File: src/rtl/uart_fifo.sv
// Memory-mapped UART with TX/RX byte FIFOs, sticky error flags and a registered interrupt.
// Register map on uart_addr[3:2]: DATA, STATUS, CTRL, reserved.
module uart_fifo #(
    parameter int unsigned clk_divider_bit = 10,
    parameter int unsigned fifo_depth      = 8
) (
    input  logic        clk,
    input  logic        rst,
    input  logic        uart_valid,
    input  logic        uart_instr,
    input  logic [31:0] uart_addr,
    input  logic [31:0] uart_wdata,
    input  logic [3:0]  uart_wstrb,
    output logic [31:0] uart_rdata,
    output logic        uart_ready,
    input  logic        uart_rx,
    output logic        uart_tx,
    output logic        uart_irq
);
    localparam int unsigned AW   = $clog2(fifo_depth);
    localparam int unsigned CW   = AW + 1;
    localparam int unsigned DW   = $clog2(clk_divider_bit);
    localparam int unsigned HALF = clk_divider_bit / 2;

    localparam logic [1:0] S_IDLE  = 2'd0;
    localparam logic [1:0] S_START = 2'd1;
    localparam logic [1:0] S_DATA  = 2'd2;
    localparam logic [1:0] S_STOP  = 2'd3;

    logic [31:0]   r_rdata;
    logic          r_ready, r_tx, r_irq;
    logic [1:0]    r_ctrl;
    logic          r_rx_ovf, r_tx_ovf, r_frame_err;
    logic          r_rx_s1, r_rx_s2;

    logic [7:0]    r_txf_mem [fifo_depth];
    logic [AW-1:0] r_txf_wp, r_txf_rp;
    logic [CW-1:0] r_txf_cnt;
    logic [7:0]    r_rxf_mem [fifo_depth];
    logic [AW-1:0] r_rxf_wp, r_rxf_rp;
    logic [CW-1:0] r_rxf_cnt;

    logic [1:0]    r_tx_state, r_rx_state;
    logic [DW-1:0] r_tx_cnt, r_rx_cnt;
    logic [2:0]    r_tx_bit, r_rx_bit;
    logic [7:0]    r_tx_shift, r_rx_shift;

    logic [1:0]    w_tx_state_nxt, w_rx_state_nxt;
    logic [DW-1:0] w_tx_cnt_nxt, w_rx_cnt_nxt;
    logic [2:0]    w_tx_bit_nxt, w_rx_bit_nxt;
    logic [7:0]    w_tx_shift_nxt, w_rx_shift_nxt;
    logic          w_tx_out_nxt, w_tx_pop, w_rx_push_req, w_ferr_set;
    logic [31:0]   w_rdata, w_status;

    wire w_unused = ^{uart_instr, uart_addr[31:4], uart_addr[1:0], uart_wdata[31:8]};

    wire [1:0] w_sel      = uart_addr[3:2];
    wire       w_wr       = uart_valid && (uart_wstrb != 4'h0);
    wire       w_rd       = uart_valid && (uart_wstrb == 4'h0);
    wire       w_rx       = r_rx_s2;
    wire       w_tx_busy  = (r_tx_state != S_IDLE);
    wire       w_tx_empty = (r_txf_cnt == CW'(0));
    wire       w_tx_full  = (r_txf_cnt == CW'(fifo_depth));
    wire       w_rx_empty = (r_rxf_cnt == CW'(0));
    wire       w_rx_full  = (r_rxf_cnt == CW'(fifo_depth));

    wire w_tx_push_req = w_wr && (w_sel == 2'd0) && uart_wstrb[0];
    wire w_tx_push     = w_tx_push_req && !w_tx_full;
    wire w_tx_ovf_set  = w_tx_push_req && w_tx_full;
    wire w_rx_pop      = w_rd && (w_sel == 2'd0) && !w_rx_empty;
    wire w_rx_push     = w_rx_push_req && !w_rx_full;
    wire w_rx_ovf_set  = w_rx_push_req && w_rx_full;
    wire w_st_clr      = w_wr && (w_sel == 2'd1) && uart_wstrb[0];
    wire w_ctrl_wr     = w_wr && (w_sel == 2'd2) && uart_wstrb[0];

    assign w_status = {24'h0, w_tx_busy, r_frame_err, r_tx_ovf, r_rx_ovf,
                       w_tx_full, w_tx_empty, w_rx_full, w_rx_empty};

    // Read mux sees pre-cycle state; an empty DATA read returns zero.
    always_comb begin
        w_rdata = 32'h0;
        case (w_sel)
            2'd0:    w_rdata = w_rx_empty ? 32'h0 : {24'h0, r_rxf_mem[r_rxf_rp]};
            2'd1:    w_rdata = w_status;
            2'd2:    w_rdata = {30'h0, r_ctrl};
            default: w_rdata = 32'h0;
        endcase
    end

    always_comb begin
        w_tx_state_nxt = r_tx_state;
        w_tx_cnt_nxt   = r_tx_cnt + DW'(1);
        w_tx_bit_nxt   = r_tx_bit;
        w_tx_shift_nxt = r_tx_shift;
        w_tx_out_nxt   = r_tx;
        w_tx_pop       = 1'b0;
        case (r_tx_state)
            S_IDLE: begin
                w_tx_out_nxt = 1'b1;
                w_tx_cnt_nxt = DW'(0);
                if (!w_tx_empty) begin
                    w_tx_pop       = 1'b1;
                    w_tx_shift_nxt = r_txf_mem[r_txf_rp];
                    w_tx_state_nxt = S_START;
                    w_tx_out_nxt   = 1'b0;
                end
            end
            S_START: if (r_tx_cnt == DW'(clk_divider_bit - 1)) begin
                w_tx_cnt_nxt   = DW'(0);
                w_tx_bit_nxt   = 3'd0;
                w_tx_state_nxt = S_DATA;
                w_tx_out_nxt   = r_tx_shift[0];
            end
            S_DATA: if (r_tx_cnt == DW'(clk_divider_bit - 1)) begin
                w_tx_cnt_nxt = DW'(0);
                if (r_tx_bit == 3'd7) begin
                    w_tx_state_nxt = S_STOP;
                    w_tx_out_nxt   = 1'b1;
                end else begin
                    w_tx_bit_nxt   = r_tx_bit + 3'd1;
                    w_tx_shift_nxt = r_tx_shift >> 1;
                    w_tx_out_nxt   = r_tx_shift[1];
                end
            end
            default: if (r_tx_cnt == DW'(clk_divider_bit - 1)) begin
                w_tx_cnt_nxt   = DW'(0);
                w_tx_state_nxt = S_IDLE;
            end
        endcase
    end

    // Receiver: mid-start glitch check, then one sample per bit period.
    always_comb begin
        w_rx_state_nxt = r_rx_state;
        w_rx_cnt_nxt   = r_rx_cnt + DW'(1);
        w_rx_bit_nxt   = r_rx_bit;
        w_rx_shift_nxt = r_rx_shift;
        w_rx_push_req  = 1'b0;
        w_ferr_set     = 1'b0;
        case (r_rx_state)
            S_IDLE: begin
                w_rx_cnt_nxt = DW'(0);
                if (!w_rx) w_rx_state_nxt = S_START;
            end
            S_START: if (r_rx_cnt == DW'(HALF - 1)) begin
                w_rx_cnt_nxt   = DW'(0);
                w_rx_bit_nxt   = 3'd0;
                w_rx_state_nxt = w_rx ? S_IDLE : S_DATA;
            end
            S_DATA: if (r_rx_cnt == DW'(clk_divider_bit - 1)) begin
                w_rx_cnt_nxt   = DW'(0);
                w_rx_shift_nxt = {w_rx, r_rx_shift[7:1]};
                if (r_rx_bit == 3'd7) w_rx_state_nxt = S_STOP;
                else                  w_rx_bit_nxt   = r_rx_bit + 3'd1;
            end
            default: if (r_rx_cnt == DW'(clk_divider_bit - 1)) begin
                w_rx_cnt_nxt   = DW'(0);
                w_rx_state_nxt = S_IDLE;
                w_rx_push_req  = w_rx;
                w_ferr_set     = !w_rx;
            end
        endcase
    end

    always_ff @(posedge clk) begin
        if (w_tx_push) r_txf_mem[r_txf_wp] <= uart_wdata[7:0];
        if (w_rx_push) r_rxf_mem[r_rxf_wp] <= r_rx_shift;
    end

    always_ff @(posedge clk or negedge rst) begin
        if (!rst) begin
            r_rdata     <= 32'h0;
            r_ready     <= 1'b0;
            r_tx        <= 1'b1;
            r_irq       <= 1'b0;
            r_ctrl      <= 2'b00;
            r_rx_ovf    <= 1'b0;
            r_tx_ovf    <= 1'b0;
            r_frame_err <= 1'b0;
            r_rx_s1     <= 1'b1;
            r_rx_s2     <= 1'b1;
            r_txf_wp    <= AW'(0);
            r_txf_rp    <= AW'(0);
            r_txf_cnt   <= CW'(0);
            r_rxf_wp    <= AW'(0);
            r_rxf_rp    <= AW'(0);
            r_rxf_cnt   <= CW'(0);
            r_tx_state  <= S_IDLE;
            r_tx_cnt    <= DW'(0);
            r_tx_bit    <= 3'd0;
            r_tx_shift  <= 8'h0;
            r_rx_state  <= S_IDLE;
            r_rx_cnt    <= DW'(0);
            r_rx_bit    <= 3'd0;
            r_rx_shift  <= 8'h0;
        end else begin
            r_ready     <= uart_valid;
            r_rdata     <= w_rd ? w_rdata : 32'h0;
            r_tx        <= w_tx_out_nxt;
            r_irq       <= (r_ctrl[0] & !w_rx_empty) | (r_ctrl[1] & w_tx_empty & !w_tx_busy);
            if (w_ctrl_wr) r_ctrl <= uart_wdata[1:0];
            // Same-cycle set wins over a W1C clear.
            r_rx_ovf    <= w_rx_ovf_set | (r_rx_ovf    & !(w_st_clr & uart_wdata[4]));
            r_tx_ovf    <= w_tx_ovf_set | (r_tx_ovf    & !(w_st_clr & uart_wdata[5]));
            r_frame_err <= w_ferr_set   | (r_frame_err & !(w_st_clr & uart_wdata[6]));
            r_rx_s1     <= uart_rx;
            r_rx_s2     <= r_rx_s1;
            if (w_tx_push) r_txf_wp <= r_txf_wp + AW'(1);
            if (w_tx_pop)  r_txf_rp <= r_txf_rp + AW'(1);
            if (w_tx_push && !w_tx_pop)      r_txf_cnt <= r_txf_cnt + CW'(1);
            else if (w_tx_pop && !w_tx_push) r_txf_cnt <= r_txf_cnt - CW'(1);
            if (w_rx_push) r_rxf_wp <= r_rxf_wp + AW'(1);
            if (w_rx_pop)  r_rxf_rp <= r_rxf_rp + AW'(1);
            if (w_rx_push && !w_rx_pop)      r_rxf_cnt <= r_rxf_cnt + CW'(1);
            else if (w_rx_pop && !w_rx_push) r_rxf_cnt <= r_rxf_cnt - CW'(1);
            r_tx_state  <= w_tx_state_nxt;
            r_tx_cnt    <= w_tx_cnt_nxt;
            r_tx_bit    <= w_tx_bit_nxt;
            r_tx_shift  <= w_tx_shift_nxt;
            r_rx_state  <= w_rx_state_nxt;
            r_rx_cnt    <= w_rx_cnt_nxt;
            r_rx_bit    <= w_rx_bit_nxt;
            r_rx_shift  <= w_rx_shift_nxt;
        end
    end

    assign uart_rdata = r_rdata;
    assign uart_ready = r_ready;
    assign uart_tx    = r_tx;
    assign uart_irq   = r_irq;
endmodule
File: config.mk
export PLATFORM = sky130hd
export DESIGN_NAME = uart_fifo
export DESIGN_NICKNAME = d
export VERILOG_FILES = /design/src/rtl/uart_fifo.sv
export SDC_FILE = /design/constraint.sdc
export NUM_CORES = 1
export LEC_CHECK = 0
export BUFFER_PORTS_ARGS = -buffer_cell sky130_fd_sc_hd__buf_4
export CORE_UTILIZATION = 52
export DETAILED_ROUTE_END_ITERATION = 8
export GPL_TIMING_DRIVEN = 1
export PLACE_DENSITY = 0.79
export SKIP_CTS_REPAIR_TIMING = 1
export SYNTH_ARGS = -nofsm -noshare
export SYNTH_HDL_FRONTEND = slang
export SYNTH_SLANG_ARGS = --single-unit
File: constraint.sdc
create_clock -name clk -period 3 [get_ports clk]
set_clock_uncertainty 0.15 [all_clocks]
set_input_delay 0.6 -clock clk [delete_from_list [all_inputs] [get_ports clk]]
set_output_delay 0.6 -clock clk [all_outputs]
set_load 0.05 [all_outputs]
After elaboration in Yosys (flattened, before gate mapping)
Memory sizes are Yosys's and may differ from the RTL's.
Cells that the tools add are included.
{"block": "totals", "mem_count": 2, "ramBits": 128, "output_inout_bits": 35, "wordCells": 180, "input_bits": 73, "register_bits": 96}
{"block": "classes", "bitwise_logic": 13, "addsub": 12, "reduce_logical": 54, "eq_ne": 23, "muxes": 52}
{"name": "r_rxf_mem", "depth": 8, "word_bits": 8, "read_ports": 1, "rd_clocked_by_memory_dff": 0, "wr": 1, "line": "39", "rtl": "logic [7:0] r_rxf_mem [fifo_depth];"}
{"name": "r_txf_mem", "depth": 8, "word_bits": 8, "read_ports": 1, "rd_clocked_by_memory_dff": 0, "wr": 1, "line": "36", "rtl": "logic [7:0] r_txf_mem [fifo_depth];"}
{"cell": "$mux 32", "n": 1}
{"cell": "$mux 4", "n": 8}
{"cell": "$mux 8", "n": 4}
{"cell": "$pmux 8 s3", "n": 1}
{"cell": "$mux 2", "n": 11}
{"cell": "$ne 2x2->1 const B", "n": 10}
{"cell": "$add 3x1->3 const B", "n": 6}
{"cell": "$logic_and 1x1->1", "n": 18}
{"cell": "$mux 3", "n": 6}
{"cell": "$add 4x1->4 const B", "n": 4}
{"cell": "$eq 4x4->1 const B", "n": 4}
{"cell": "$pmux 8 s2", "n": 1}
{"cell": "$mux 1", "n": 14}
{"cell": "$reduce_bool 2->1", "n": 7}
{"cell": "$logic_not 1->1", "n": 12}
{"cell": "$logic_not 4->1", "n": 3}
{"cell": "$pmux 2 s3", "n": 2}
{"cell": "$pmux 3 s2", "n": 2}
{"cell": "$reduce_and 4->1", "n": 3}
{"cell": "$reduce_and 5->1", "n": 2}
{"cell": "$and 1x1->1", "n": 9}
{"cell": "$pmux 4 s2", "n": 1}
{"cell": "$sub 4x1->4 const B", "n": 2}
{"cell": "$eq 2x1->1 const B", "n": 3}
{"cell": "other kinds (11)", "n": 20}

Longest topological paths before layout
{"block": "depth", "ltp_word": 9, "depth_mapped": 13, "mapped_depth_nobuf": 12}

Worst setup path after synthesis
Ideal clock, no wire load.
{"block": "synth_timing", "kind": "reg2reg", "startpoint": "register r_rx_cnt[1]", "endpoint": "register r_rxf_cnt[3]", "setup_slack_ps": 35, "stages_incl_launch_ff": 13, "arrival_ps": 2678, "cell_sequence": "dfrtp_1 inv_1 ha_1 nand3b_1 or3_1 clkbuf_1 inv_2 ha_1 inv_1 ha_1 a21o_1 a2111oi_0 o31ai_1"}
{"block": "synth_between", "elab_chain_cells": 7}
{"item": "start, declared", "line": "44", "rtl": "logic [DW-1:0] r_tx_cnt, r_rx_cnt;"}
{"item": "start signal, assigned", "line": "221", "rtl": "r_rx_cnt <= w_rx_cnt_nxt;"}
{"item": "$eq 4x4->1 (*)", "line": "156", "rtl": "default: if (r_rx_cnt == DW'(clk_divider_bit - 1)) begin"}
{"item": "$mux 1 (*)", "line": "156"}
{"item": "$mux 1 (*)", "line": "140", "rtl": "case (r_rx_state)"}
{"item": "$logic_and 1x1->1 (*)", "line": "71", "rtl": "wire w_rx_push = w_rx_push_req && !w_rx_full;"}
{"item": "net w_rx_push", "line": "71"}
{"item": "$logic_not 1->1", "line": "215", "rtl": "else if (w_rx_pop && !w_rx_push) r_rxf_cnt <= r_rxf_cnt - CW'(1);"}
{"item": "$logic_and 1x1->1", "line": "215"}
{"item": "$reduce_bool 2->1 (no line)"}
{"item": "end signal, assigned", "line": "214", "rtl": "if (w_rx_push && !w_rx_pop) r_rxf_cnt <= r_rxf_cnt + CW'(1);"}
{"item": "end signal, assigned", "line": "215"}
{"item": "end, declared", "line": "41", "rtl": "logic [CW-1:0] r_rxf_cnt;"}
Mark *: on every way through the listed nets, which the timed path passes. The rest lies on a longest branch.
A chain may end at the register's enable or synchronous reset.

Worst setup path after layout
{"block": "layout_timing", "startpoint": "register r_txf_cnt[1]", "endpoint": "register r_txf_cnt[3]"}
{"block": "layout_between", "elab_chain_cells": 6}
{"item": "start, declared", "line": "38", "rtl": "logic [CW-1:0] r_txf_cnt;"}
{"item": "start signal, assigned", "line": "210", "rtl": "if (w_tx_push && !w_tx_pop) r_txf_cnt <= r_txf_cnt + CW'(1);"}
{"item": "start signal, assigned", "line": "211", "rtl": "else if (w_tx_pop && !w_tx_push) r_txf_cnt <= r_txf_cnt - CW'(1);"}
{"item": "$eq 4x4->1 (*)", "line": "63", "rtl": "wire w_tx_full = (r_txf_cnt == CW'(fifo_depth));"}
{"item": "$logic_not 1->1 (*)", "line": "68", "rtl": "wire w_tx_push = w_tx_push_req && !w_tx_full;"}
{"item": "$logic_and 1x1->1 (*)", "line": "68"}
{"item": "net w_tx_push", "line": "68"}
{"item": "$logic_not 1->1", "line": "211"}
{"item": "$logic_and 1x1->1", "line": "211"}
{"item": "$reduce_bool 2->1 (no line)"}
Mark *: on every way through the listed nets, which the timed path passes. The rest lies on a longest branch. The select of a mux whose other input is x is not followed.

==> run_results.csv <==
group,metric,value,unit
global_routing,grt_max_degree,73,
clock_tree,h-tree-depth,4,
cells_and_area,area_delta_synth_final,13.3,%
sta,fin_tns_setup,0,ns
sta,finalHoldViolations,0,
routing,routed_wl,15900,um
synth,yosys_warnings,0,
clock_tree,path_clk_slew,0.07,ns
clock_tree,cts_num_sinks,200,
pwr,combPwrFrac,0.181,
setup_path,critPathKind,"register to register",
setup_path,cp.required,3.14,ns
sta,slew_viol_final,0,
synth,netlist_area,0.00866,mm2
sta,tightest_slew,0.939,ns
place,io_buffers,28,
floorplan,die_area,0.0172,mm2
setup_path,cp.arrival,2.99,ns
clock_tree,worstSkewPairLatency,0.43,ns
floorplan,io_pins,108,
synth,synth-edff-count,128,
pwr,power_density,710,mW/mm2
sta,whs,0.129,ns
sta,period_share,0.951,
routing,highest_layer,"met4",
routing,drtAntennaViolNets,0,
worst_hold_path,hold_class,"primary input to register",
routing,firstDrtPassIters,4,
pwr,clock_power_share,0.312,
floorplan,die_width,131,um
sta,setup_viol,0,
pwr,p_leak,0.00378,uW
cells_and_area,drive_gt1_frac,0.250,
synth,yosys.area.top_type,"edfxtp_1",
synth,synth_ff_type,"edfxtp_1",
place,dpl.hpwl,10600,um
global_routing,gr-usage-all-layers,0.204,
pwr,intPower,5040,uW
pwr,switching_share,0.277,
setup_path,critPathLaunchType,"register",
synth,synth_top_area_frac,0.444,
setup_path,crit_fanout,6,
clock_tree,cts_made_buffers,17,
floorplan,initial_utilization,0.539,
global_routing,grt_overflow_total,0,
pwr,finalPower,6970,uW
global_routing,antenna_found_initial,0,
pwr,sequentialPowerShare,0.507,
run_status,status,"finished, final reports clean",
sta,rsz0062_at_grt,"true",
routing,wl_met1,6600,um
clock_tree,cts_tree,"done",
clock_tree,clk_path_buf_depth,2,
routing,routedWlPerCell,18.9,um
synth,synth.area.top_cells,"edfxtp_1, dfrtp_1, mux4_2",
routing,met3_length,453,um
setup_path,end_kind,"register",
cells_and_area,final_area,0.00981,mm2
global_routing,grt_pass1_wl,25300,um
synth,ys_seq_area_frac,0.652,
place,dpl-instance-area,0.00921,mm2
cells_and_area,nets,709,
synth,ys_types,53,
cells_and_area,diodes,0,
sta,maxSlewHeadroom,0.374,
floorplan,die_y,131,um
flow_run,cap_violations,0,
routing,drcViolationCount,0,
routing,via_count,4744,
sta,period_minus_slack,2.85,ns
cells_and_area,final_common_cell,"edfxtp_1",
synth,netlist_instances,551,
routing,drt_iter0_markers,263,
synth,avgSynthCellArea,15.7,um2
floorplan,core,0.0161,mm2
routing,wl_met2,8600,um
routing,vias_per_cell,5.65,
clock_tree,cts-root-buf,"clkbuf_16",
sta,fmax,351,MHz
place,gp_congestion,0.795,
pwr,switchingPower,1930,uW
synth,synthArstFlopShare,0.360,
synth,synth-seq-cells,200,
pwr,irDropWorstVdd,0.433,mV
floorplan,num_rows,46,
global_routing,grt_pass1_vias,4814,
cells_and_area,final_cell_mix,"edfxtp_1, dfrtp_1, buf_4",
[per-layer routing]
metal / GRT usage / vias up
li1: - / 2175
met1: 0.247 / 2462
met2: 0.359 / 91
met3: 0.0468 / 16
met4: 0.0771 / 0
met5: 0 / -
[critical path, stage by stage (launching register included)]
cell	delay, ns
dfrtp_1	0.49
nor4b_2	0.35
buf_4	0.18
nor3b_2	0.05
ha_1	0.23
inv_1	0.16
ha_1	0.27
a21o_2	0.24
a2111oi_0	0.45
o31ai_1	0.15
[power groups by stage]
stage               combinational, uW  sequential, uW  clock, uW
floorplan                         926            3520          0
global placement                 1150            3540          0
detailed placement               1230            3570          0
CTS                              1240            3520       2220
global route                     1390            3580       2310
finish                           1260            3530       2170
[cells in the mapped netlist (all sizes together) (3+ instances only)]
cell type and n:
and3b 4, a31oi 4, o2bb2ai 6, mux2 19
nand3 7, a221o 7, buf 34, o22ai 3
nor3b 5, nor4 4, inv 15, a21oi 10
mux4 32, dfrtp 69, nand2b 5, xnor2 13
nor2b 3, ha 24, clkbuf 12, a21o 3
o21ai 13, xor2 3, dfstp 3, nand2 31
edfxtp 128, nor2 23, mux2i 12, nor3 19
a22o 18
[area by class of cell]
class,instances,area [um2]
Clock buffer,26,500
Sequential cell,200,5650
Inverter,15,58.8
Tap cell,216,270
Timing Repair Buffer,63,473
Fill cell,1131,6240
Clock inverter,6,62.6
Multi-Input combinational cell,313,2800
[registers in the layout, indices dropped and copies added, names as in the netlist, 4 cells and up]
register,count
r_rx_cnt,4
r_rx_shift,8
r_rxf_cnt,4
r_rxf_mem,64
r_tx_cnt,4
r_tx_shift,8
r_txf_cnt,4
r_txf_mem,64
uart_rdata,8
[path summary, 6_finish.rpt]
kind,start,endpoint,slack (ns),cells after the start
max reg2reg,r_txf_cnt[1]$_DFFE_PN0P_,r_txf_cnt[3]$_DFFE_PN0P_,0.15,9
max,r_txf_cnt[1]$_DFFE_PN0P_,r_txf_cnt[3]$_DFFE_PN0P_,0.15,9
max in group asynchronous,rst,r_rx_shift[3]$_DFFE_PN0P_,1.92,1
min in group asynchronous,rst,r_tx_shift[1]$_DFFE_PN0P_,0.14,1
min reg2reg,r_rx_s1$_DFF_PN1_,r_rx_s2$_DFF_PN1_,0.21,0
min,uart_rx,r_rx_s1$_DFF_PN1_,0.13,1
[per-stage QoR]
step                 util  setup slack, ns  cells
finish              0.611            0.148    839
global route        0.611         -0.00961    839
CTS                 0.609          -0.0189    839
detailed placement  0.574          -0.0137    807
global placement    0.574            0.108    807
floorplan               -           0.0355    574
[cells by family (layout without fill, tap and decap cells)]
group	Yosys count	after routing	synth area share
buffers and inverters	61	110	0.0386
DFF	200	200	0.652
muxes	63	63	0.122
xor gates and xnor gates	16	16	0.0162
other	1	24	0.000433
and+or+nand+nor	110	110	0.0660
AOI/OAI and AO/OA	74	74	0.0653
adders and majority gates	26	26	0.0393
(Power assumes the default switching activity.)
